===== config.mk =====
export PLATFORM = sky130hd
export DESIGN_NAME = xup_tri_bus_reader_flat
export DESIGN_NICKNAME = d
export VERILOG_FILES = /design/src/rtl/xup_tri_bus_reader_if.sv /design/src/rtl/xup_tri_bus_reader.sv /design/src/flat_wrapper.sv
export SDC_FILE = /design/constraint.sdc
export NUM_CORES = 1
export LEC_CHECK = 0
export ABC_AREA = 1
export CAP_MARGIN = 20
export CORE_MARGIN = 2
export CORE_UTILIZATION = 40
export CTS_CLUSTER_DIAMETER = 50
export DETAILED_ROUTE_END_ITERATION = 6
export HOLD_SLACK_MARGIN = 0.08
export PLACE_DENSITY = 0.74
export REMOVE_ABC_BUFFERS = 1
export SLEW_MARGIN = 10
export SYNTH_ARGS = -nofsm -noshare
export SYNTH_HDL_FRONTEND = slang
export SYNTH_SLANG_ARGS = --single-unit

===== constraint.sdc =====
create_clock -name clk -period 2.9 [get_ports clk]
set_clock_uncertainty 0.15 [all_clocks]
set_input_delay 0.29 -clock clk [delete_from_list [all_inputs] [get_ports clk]]
set_output_delay 0.29 -clock clk [all_outputs]
set_load 0.01 [all_outputs]

===== src/rtl/xup_tri_bus_reader_if.sv =====
// Signal bundle between the tri-state bus reader, the remote driver bank and the sample consumer.
// The slave modport is the reader's view; master is the surrounding system's view.
interface xup_tri_bus_reader_if #(
  parameter int SIZE = 8
);
  logic            start;
  logic [SIZE-1:0] bus_in;
  logic            data_ready;
  logic            drive_enable;
  logic [SIZE-1:0] data_out;
  logic            data_valid;
  logic            busy;
  logic            start_dropped;
  logic [15:0]     read_count;

  modport slave (
    input  start, bus_in, data_ready,
    output drive_enable, data_out, data_valid, busy, start_dropped, read_count
  );

  modport master (
    output start, bus_in, data_ready,
    input  drive_enable, data_out, data_valid, busy, start_dropped, read_count
  );
endinterface


===== src/rtl/xup_tri_bus_reader.sv =====
// Read-side controller for a shared tri-state bus: enables the remote driver, waits the
// turnaround, samples, lets the bus float, and holds the sample on a valid/ready output.
module xup_tri_bus_reader #(
  parameter int SIZE       = 8,
  parameter int TURNAROUND = 2,
  parameter int RELEASE    = 1
) (
  input  logic                  clk,
  input  logic                  reset_n,
  xup_tri_bus_reader_if.slave   bus
);

  typedef enum logic [1:0] {
    S_IDLE,
    S_ENABLE,
    S_RELEASE
  } state_t;

  localparam int           REL_M1      = (RELEASE > 0) ? RELEASE - 1 : 0;
  localparam logic [3:0]   LP_TA_LOAD  = 4'(TURNAROUND - 1);
  localparam logic [3:0]   LP_REL_LOAD = 4'(REL_M1);

  state_t          r_state, w_state_next;
  logic [3:0]      r_cnt, w_cnt_next;
  logic            r_drive_en, w_drive_en_next;
  logic [SIZE-1:0] r_data, w_data_next;
  logic            r_valid, w_valid_next;
  logic [15:0]     r_count, w_count_next;
  logic            r_dropped, w_dropped_next;
  logic            w_slot_free;
  logic            w_can_accept;
  logic            w_sample;

  // The output slot is usable on this edge if it is empty or being consumed right now.
  assign w_slot_free = !r_valid || bus.data_ready;

  always_ff @(posedge clk or negedge reset_n) begin
    if (!reset_n) begin
      r_state    <= S_IDLE;
      r_cnt      <= 4'd0;
      r_drive_en <= 1'b0;
      r_data     <= '0;
      r_valid    <= 1'b0;
      r_count    <= 16'd0;
      r_dropped  <= 1'b0;
    end else begin
      r_state    <= w_state_next;
      r_cnt      <= w_cnt_next;
      r_drive_en <= w_drive_en_next;
      r_data     <= w_data_next;
      r_valid    <= w_valid_next;
      r_count    <= w_count_next;
      r_dropped  <= w_dropped_next;
    end
  end

  always_comb begin
    w_state_next    = r_state;
    w_cnt_next      = r_cnt;
    w_drive_en_next = r_drive_en;
    w_data_next     = r_data;
    w_valid_next    = r_valid && !bus.data_ready;
    w_count_next    = r_count;
    w_dropped_next  = 1'b0;
    w_can_accept    = 1'b0;
    w_sample        = 1'b0;

    case (r_state)
      S_IDLE: begin
        w_can_accept = 1'b1;
      end
      S_ENABLE: begin
        if (r_cnt != 4'd0) begin
          w_cnt_next = r_cnt - 4'd1;
        end else if (w_slot_free) begin
          // Holding off the sample here (driver stays enabled) only happens for a read
          // chained straight out of the previous sample edge while the consumer stalls.
          w_sample = 1'b1;
          if (RELEASE > 0) begin
            w_state_next = S_RELEASE;
            w_cnt_next   = LP_REL_LOAD;
          end else begin
            w_state_next = S_IDLE;
            w_can_accept = 1'b1;
          end
        end
      end
      S_RELEASE: begin
        if (r_cnt != 4'd0) begin
          w_cnt_next = r_cnt - 4'd1;
        end else begin
          w_state_next = S_IDLE;
          w_can_accept = 1'b1;
        end
      end
      default: begin
        w_state_next = S_IDLE;
      end
    endcase

    if (w_sample) begin
      w_data_next     = bus.bus_in;
      w_valid_next    = 1'b1;
      w_count_next    = r_count + 16'd1;
      w_drive_en_next = 1'b0;
    end

    // Terminal edges of ENABLE/RELEASE accept exactly like IDLE so reads can run back to back.
    if (bus.start) begin
      if (w_can_accept && w_slot_free) begin
        w_state_next    = S_ENABLE;
        w_cnt_next      = LP_TA_LOAD;
        w_drive_en_next = 1'b1;
      end else begin
        w_dropped_next = 1'b1;
      end
    end
  end

  assign bus.drive_enable  = r_drive_en;
  assign bus.data_out      = r_data;
  assign bus.data_valid    = r_valid;
  assign bus.busy          = (r_state != S_IDLE);
  assign bus.start_dropped = r_dropped;
  assign bus.read_count    = r_count;

endmodule

===== src/flat_wrapper.sv =====
// flat-port wrapper written by rule: the top's interface ports become plain ports
module xup_tri_bus_reader_flat 
#(
  parameter int SIZE       = 8,
  parameter int TURNAROUND = 2,
  parameter int RELEASE    = 1
)
  (clk, reset_n, bus_start, bus_bus_in, bus_data_ready, bus_drive_enable, bus_data_out, bus_data_valid, bus_busy, bus_start_dropped, bus_read_count);
  xup_tri_bus_reader_if #(.SIZE(SIZE)) bus_i ();
  input  logic clk;
  input  logic reset_n;
  input wire logic [$bits(bus_i.start)-1:0] bus_start;
  input wire logic [$bits(bus_i.bus_in)-1:0] bus_bus_in;
  input wire logic [$bits(bus_i.data_ready)-1:0] bus_data_ready;
  output wire logic [$bits(bus_i.drive_enable)-1:0] bus_drive_enable;
  output wire logic [$bits(bus_i.data_out)-1:0] bus_data_out;
  output wire logic [$bits(bus_i.data_valid)-1:0] bus_data_valid;
  output wire logic [$bits(bus_i.busy)-1:0] bus_busy;
  output wire logic [$bits(bus_i.start_dropped)-1:0] bus_start_dropped;
  output wire logic [$bits(bus_i.read_count)-1:0] bus_read_count;
  assign bus_i.start = bus_start;
  assign bus_i.bus_in = bus_bus_in;
  assign bus_i.data_ready = bus_data_ready;
  assign bus_drive_enable = bus_i.drive_enable;
  assign bus_data_out = bus_i.data_out;
  assign bus_data_valid = bus_i.data_valid;
  assign bus_busy = bus_i.busy;
  assign bus_start_dropped = bus_i.start_dropped;
  assign bus_read_count = bus_i.read_count;
  xup_tri_bus_reader #(.SIZE(SIZE), .TURNAROUND(TURNAROUND), .RELEASE(RELEASE)) u_core (.clk(clk), .reset_n(reset_n), .bus(bus_i));
endmodule

# ---- Word level (Yosys, flattened, before mapping)
# Cells that the tools add are included.
dict set report op_classes {
  addsub 2
  mux 23
  n_eq_ne 2
  n_reduce_logical 8
}
# op n
set op_table {}
lappend op_table {{$mux W4} 5}
lappend op_table {{$add A16 B1 Y16 const B} 1}
lappend op_table {{$mux W1} 10}
lappend op_table {{$mux W2} 5}
lappend op_table {{$pmux W4 S2} 1}
lappend op_table {{$pmux W2 S3} 1}
lappend op_table {{$reduce_bool A4 Y1} 1}
lappend op_table {{$sub A4 B1 Y4 const B} 1}
lappend op_table {{$eq A2 B1 Y1 const B} 1}
lappend op_table {{$eq A2 B2 Y1 const B} 1}
lappend op_table {{$logic_and A1 B1 Y1} 2}
lappend op_table {{$logic_not A1 Y1} 2}
lappend op_table {{$logic_not A2 Y1} 1}
lappend op_table {{$pmux W1 S2} 1}
lappend op_table {{$reduce_bool A2 Y1} 1}
lappend op_table {{$logic_or A1 B1 Y1} 1}
dict set report word_totals {
  ff_bits 33
  wordCells 42
}

# ---- Logic depth before layout (Yosys ltp)
# Gate-level depths: netlist of run 1.
dict set report depth {
  depth_word 8
  mapped_depth 9
}

# ---- Worst setup path before layout of run 1
# OpenSTA, ideal clock, no wires.
dict set report synth_path {
  path_kind {reg2reg}
  start {reg u_core.r_cnt[0]}
  end {reg u_core.r_drive_en (netlist: u_core.bus.drive_enable)}
  path_stages_with_launch 10
  t_arrival_ns 1.312
  setup_time_ns 0.125
  setup_slack_ns 1.313
  n_path_buf 2
  cell_sequence {dfrtp_1 -> inv_1 -> ha_1 -> nand3_4 -> nor2_2 -> nand2_2 -> buf_6 -> buf_6 -> nand2_1 -> nand2_1}
}
dict set report synth_between {
  elab_chain_cells 6
}
# item line_no
set synth_lines {}
lappend synth_lines {{from (decl)} xup_tri_bus_reader.sv:24} ;# logic [3:0] r_cnt, w_cnt_next;
lappend synth_lines {{from (signal assigned)} xup_tri_bus_reader.sv:48} ;# r_cnt <= w_cnt_next;
lappend synth_lines {{$reduce_bool A4 Y1 (*)} {xup_tri_bus_reader.sv:73, xup_tri_bus_reader.sv:89}}
lappend synth_lines {{$mux W1 (on tied branches)} {xup_tri_bus_reader.sv:89, xup_tri_bus_reader.sv:73}}
lappend synth_lines {{$pmux W1 S2 / $mux W1 (equally long branches)} xup_tri_bus_reader.sv:68} ;# case (r_state)
lappend synth_lines {{$logic_and A1 B1 Y1 / $mux W1 (equally long branches)} {xup_tri_bus_reader.sv:110, xup_tri_bus_reader.sv:101}}
lappend synth_lines {{$mux W1} xup_tri_bus_reader.sv:110} ;# if (w_can_accept && w_slot_free) begin
lappend synth_lines {{$mux W1 (*)} xup_tri_bus_reader.sv:109} ;# if (bus.start) begin
lappend synth_lines {{via u_core.w_drive_en_next} xup_tri_bus_reader.sv:25} ;# logic r_drive_en, w_drive_en_next;
lappend synth_lines {{to (signal assigned)} xup_tri_bus_reader.sv:49} ;# r_drive_en <= w_drive_en_next;
lappend synth_lines {{to (decl)} xup_tri_bus_reader.sv:25}
# The timed path passes the listed nets; every way through them passes the cells marked *.
# A chain may end at the register's enable or synchronous reset.

# ---- Worst setup path in the final report of run 1
dict set report layout_path {
  start {reg u_core.r_state[1]}
  end {reg u_core.r_count[2] (netlist: u_core.bus.read_count[2])}
}
dict set report layout_between {
  elab_chain_cells 2
}
# item line_no
set layout_lines {}
lappend layout_lines {{from (decl)} xup_tri_bus_reader.sv:23} ;# state_t r_state, w_state_next;
lappend layout_lines {{from (signal assigned)} xup_tri_bus_reader.sv:47} ;# r_state <= w_state_next;
lappend layout_lines {{$eq A2 B1 Y1} xup_tri_bus_reader.sv:68}
lappend layout_lines {{$mux W1} xup_tri_bus_reader.sv:68}
lappend layout_lines {{to (signal assigned)} xup_tri_bus_reader.sv:52} ;# r_count <= w_count_next;
lappend layout_lines {{to (decl)} xup_tri_bus_reader.sv:28} ;# logic [15:0] r_count, w_count_next;
# Every way passes these cells.

==> impl_metrics.ini, run 1 <==
[timing]
rsz0062_at_grt = false
fmax_mhz = 483
relSlewSlack_pct = 52.7
fin_crit_sh_pct = 71.4
slew_viol_final = 0
worst_slew_pin_slew_ns = 0.707
setup_violations = 0
finalHoldViolCount = 0
setup_tns_ns = 0
fin_crit_ns = 2.07

[detailed_routing]
drtIter0Drc = 90
via_per_inst = 4.75
num_vias = 1501
routed_wl_um = 3640
wl_per_cell_um = 11.5
antenna_left = 0
drc = 2
firstDrtPassIters = 6

[cts]
tritoncts.num_buffers = 5
cts_hold_buf = 0
cts.sinks = 33
post_cts_buffers = 0
clkTransAtPathRegs_ns = 0.07
htree_num_levels = 2
ctsResizeCount = 0
cts_tree = done
clk_latency_ns = 0.29
clockBufferDepth = 2
clock_tree.root_cell = clkbuf_8

[logic_synthesis]
synthMuxAreaShare_pct = 0
yosys_warnings = 0
synth.cell_area_mm2 = 0.00174
synthTopCellsByArea = dfrtp_1, nand2_1, nor2_1, inv_1, ha_1
synthCells = 219
synth_top_area_cell = dfrtp_1
synthAdderAreaFrac_pct = 4.30
synth_top_family_by_area = simple AND/OR/NAND/NOR gates
synth_xor_xnor_area_share_pct = 5.02
yosysSeqAreaShare_pct = 47.3
synthSimpleGateAreaFrac_pct = 33.6
netlist.area_leader.share_pct = 47.3
ys_ff_latch = 33
synth-compound-area-share_pct = 2.87
syn_avg_cell_area_um2 = 7.96
synth_cell_type_count = 23

[layout]
fin_nets = 281
drive_above_1_share_pct = 7.58
diodes = 0
area_growth_pct = 31.2
fin_cells = 316

[grt]
grtUsageTotal_pct = 16.3
grt_pass1_wl_um = 6390
grt_pass1_vias = 1450
grt_start_max_net_pins = 34
antenna_found_initial = 0
grt-ovfl-total = 0

[placed_design]
dp_cells = 308
gp_congestion = 0.815
portBuffers = 39
dpl.hpwl_um = 2540

[floorplan]
start_util_pct = 40.9
die_w_um = 70.0
io_pins = 40
rows = 24
dieArea_mm2 = 0.00490
die_h_um = 70.0
core_mm2 = 0.00426

[status]
status = finished with violations
violations = DRC

[power_and_ir_drop]
p_leak_nw = 1.09
p_per_area_mw_per_mm2 = 949
vdd_drop_max_mv = 0.463

[worst_setup_path]
cp_max_fo = 19
worstSetupStartpointType = register
required_ns = 2.92
crit_type = reg2reg
arrival_ns = 2.09
worstSetupEndpointType = register

[min_path]
hold_path.class = in2async

[job]
drv_cap = 0
==> critical path, stage by stage, from the launching register on <==
cell and delay (ns):
dfrtp_1 0.41, inv_1 0.11, ha_1 0.23, inv_1 0.10, nor3_4 0.62, nand2_1 0.16
xnor2_1 0.17
==> cells in the mapped netlist, drive strengths merged <==
| master | n |
|---|---|
| a21boi | 1 |
| nand3b | 1 |
| nand2 | 88 |
| a21oi | 1 |
| o21ai | 6 |
| nor3 | 3 |
| nand3 | 12 |
| buf | 3 |
| inv | 23 |
| nand4 | 3 |
| nor2 | 28 |
| dfrtp | 33 |
| ha | 6 |
| o211ai | 1 |
| xnor2 | 6 |
| xor2 | 4 |
==> path summary, 6_finish.rpt <==
kind                                                   to  cells after the start  slack [ns]                    from
worst max-delay path             u_core.bus.read_count[2]                      6        0.83       u_core.r_state[1]
worst min-delay path            u_core.bus.read_count[15]                      2        0.24                 reset_n
worst max register to register   u_core.bus.read_count[2]                      6        0.83       u_core.r_state[1]
worst min register to register     u_core.bus.data_out[2]                      2        0.34  u_core.bus.data_out[2]
max in group asynchronous        u_core.bus.read_count[7]                      2        2.05                 reset_n
min in group clk                   u_core.bus.data_out[2]                      2        0.34  u_core.bus.data_out[2]
==> area by class of cell <==
type / instances / area [um^2]
clock inverters: 3 / 46.3
fillers: 415 / 1980
flip-flops and latches: 33 / 826
inverters: 23 / 86.3
multi-input cells: 160 / 798
clock buffers: 5 / 68.8
repair buffers: 40 / 398
well taps: 52 / 65.1
==> cells in the final DEF, fill, tap and decap left out, types with 2 or more instances in the layout <==
master / Yosys / routed
nand3_1: 10 / 10
nor2_2: 4 / 4
inv_1: 21 / 21
xnor2_1: 6 / 6
inv_2: 2 / 2
o21ai_0: 6 / 6
nand2_1: 87 / 87
clkdlybuf4s50_1: 0 / 39
ha_1: 6 / 6
xor2_1: 4 / 4
clkbuf_8: 0 / 5
nor2_1: 23 / 23
nand4_1: 3 / 3
nor3_1: 2 / 2
dfrtp_1: 33 / 33
==> registers in the layout (all words and copies together) (netlist names) <==
register / flops
u_core.r_cnt: 4
u_core.bus.read_count: 16
u_core.bus.data_valid: 1
u_core.bus.drive_enable: 1
u_core.bus.data_out: 8
u_core.bus.start_dropped: 1
u_core.r_state: 2
==> cells by family (layout without fill, tap and decap cells) <==
| group | after synthesis | in the layout |
|---|---|---|
| adder cells (fa/ha/maj) | 6 | 6 |
| buffers and inverters | 26 | 71 |
| flip-flops | 33 | 33 |
| XOR/XNOR | 10 | 10 |
| AO/OA/AOI/OAI | 9 | 9 |
| AND/OR/NAND/NOR | 135 | 135 |
==> stage by stage <==
step / total power, mW / hold slack, ns / cell area [um^2] / utilization (%) / setup WS, ns
final: 2.17 / 0.243 / 2290 / 53.7 / 0.828
after global routing: 2.35 / 0.298 / 2290 / 53.7 / 0.628
after CTS: 2.21 / 0.256 / 2290 / 53.7 / 0.787
after detailed placement: 1.76 / 0.317 / 2170 / 51.0 / 0.814
after global placement: 1.72 / 0.321 / 2170 / 51.0 / 0.906
after floorplan: 1.35 / -0.156 / 1710 / - / 1.16
==> power by group <==
group	internal (mW)	switching, mW	total (mW)
clock	0.257	0.182	0.439
sequential	0.609	0.120	0.729
combinational	0.448	0.556	1.00
==> routing by layer <==
layer / GRT usage, % / wire length (um) / part of all wire [%] / up-vias
li1: - / - / - / 763
met1: 19.9 / 1640 / 45 / 685
met2: 27.1 / 1780 / 49 / 47
met3: 4.76 / 171 / 4.7 / 6
met4: 6.20 / 55 / 1.5 / 0
met5: 0 / 0 / 0 / -
No activity file was read; power rests on OpenSTA's default activity.
==> inputs of run 2 (changes only) <==
PLACE_DENSITY = 0.77   (was 0.74)
clock period = 1.7 ns   (was 2.9 ns; I/O delays follow)
==> run 2 against run 1 <==
Net effect: the run now ends clean; register-to-register slack lost 0.73 ns; combinational power rose by 110%; flip-flop and latch count unchanged; global-route usage about the same.
==> impl_metrics.ini, run 2 (synthesis gave the netlist of run 1 again) <==
[cts]
cts_tree = done
cts.sinks = 33
clockBufferDepth = 2
cts_hold_buf = 0
clk_latency_ns = 0.28
clkTransAtPathRegs_ns = 0.07
htree_num_levels = 2
tritoncts.num_buffers = 5
clock_tree.root_cell = clkbuf_8

[detailed_routing]
antenna_left = 0
drtIter0Drc = 79
drc = 0
via_per_inst = 4.65
wl_per_cell_um = 11.0
routed_wl_um = 3620
num_vias = 1529
firstDrtPassIters = 4

[grt]
grt_pass1_wl_um = 6420
grtUsageTotal_pct = 16.2
antenna_found_initial = 0
grt_pass1_vias = 1564
grt-ovfl-total = 0
grt_start_max_net_pins = 34

[timing]
setup_slack_ns = 0.0789
slew_viol_final = 0
finalHoldViolCount = 0
setup_violations = 0
fin_crit_sh_pct = 95.4
whs_ns = 0.128
fin_crit_ns = 1.62
worst_slew_pin_slew_ns = 0.426
rsz0062_at_grt = false
relSlewSlack_pct = 71.6
fmax_mhz = 617

[placed_design]
dpl_worst_slack_ns = -0.0366
portBuffers = 39
dpl.hpwl_um = 2640
gp_congestion = 0.880

[worst_setup_path]
crit_type = reg2out
crit_chain = inv_1 > ha_1 > inv_1 > dlygate4sd2_1
cp_max_fo = 3
worstSetupEndpointType = output pin
cpPeakStageDelay_ns = 0.40
required_ns = 1.38
rrSetupSlack_ns = 0.10
r2r_end = u_core.r_cnt[2]
cpMostUsedCell = inv_1
slowest_stage = dfrtp_1
rr_startpoint = u_core.r_state[0]
worstSetupStartpointType = register
arrival_ns = 1.30
rr_worst_depth = 7

[power_and_ir_drop]
vdd_drop_max_mv = 0.980
p_per_area_mw_per_mm2 = 1620
p_leak_nw = 1.16

[floorplan]
core_mm2 = 0.00426
io_pins = 40
start_util_pct = 40.9
die_h_um = 70.0
rows = 24
dieArea_mm2 = 0.00490
die_w_um = 70.0

[layout]
drive_above_1_share_pct = 13.4
utilization_pct = 56.6
final_cell_mix = nand2_1, clkdlybuf4s50_1, dfrtp_1
final_common_cell = nand2_1
fin_nets = 294
area_growth_pct = 38.5
diodes = 0
largest_register_ffs = 16

[status]
status = finished clean

[job]
drv_cap = 0

[min_path]
hold_path.class = in2async
-- run 2: changes by cell type in the layout (fill, tap and decap cells not counted), sizes merged --
cell / delta
buf: +13
bufinv: -1
clkbuf: +1
clkdlybuf4s50: -1
clkinv: +1
clkinvlp: -1
dlygate4sd2: +1
-- run 2: where the power goes --
part           switching [mW]  internal [mW]  leakage (nW)
Sequential              0.166           1.04         0.431
Clock                   0.284          0.283        0.0450
Combinational            1.09           1.04         0.682
-- run 2: timing repair --
action / in CTS / in global routing
buffers inserted: 2 / 3
gates resized for setup: 2 / 9
setup endpoints to repair: 4 / 21
pin swaps: 1 / 1
-- run 2: worst max path at each step --
| stage | from | to | slack, ns | cells after the start |
|---|---|---|---|---|
| 3_3_place_gp | u_core.r_cnt[1] | u_core.r_cnt[1] | 0.03 | 7 |
| 4_1_cts | u_core.r_cnt[1] | u_core.r_cnt[1] | 0.03 | 7 |
| 3_5_place_dp | u_core.r_cnt[1] | u_core.r_cnt[1] | -0.04 | 7 |
| 6_report | u_core.r_state[1] | bus_busy | 0.08 | 4 |
| 2_1_floorplan | u_core.r_cnt[0] | u_core.bus.read_count[9] | -0.04 | 9 |
| 5_1_grt | u_core.r_state[1] | u_core.bus.read_count[8] | 0.003 | 7 |
-- run 2: through the flow --
stage	area [um^2]	TNS [ns]	instances	total power, mW
after floorplan	1710	-0.148	216	2.31
after global placement	2250	0	316	3.13
after detailed placement	2250	-0.0917	316	3.17
after CTS	2340	0	326	3.78
after global routing	2410	0	329	4.24
final	2410	0	329	3.90
-- run 2: final cells by class --
type / count / area (um^2)
fill: 386 / 1850
tap: 52 / 65.1
multi-input combinational: 160 / 836
clock inverter: 2 / 10.0
inverter: 23 / 86.3
clock buffer: 6 / 72.6
timing repair buffer: 53 / 519
sequential: 33 / 826
-- run 2: routing by layer --
metal,global-route usage (%),share of wire (%),vias up,routed length (um)
li1,-,-,782,-
met1,18.9,44,703,1600
met2,28.8,49,39,1770
met3,3.32,5.6,5,204
met4,7.05,1.3,0,46
met5,0,0,-,0
-- run 2: critical path, delay by kind of cell (launching register included) --
family / cells / cell delay [ns]
buffers and inverters: 3 / 0.45
DFF: 1 / 0.40
adders and majority gates: 1 / 0.17
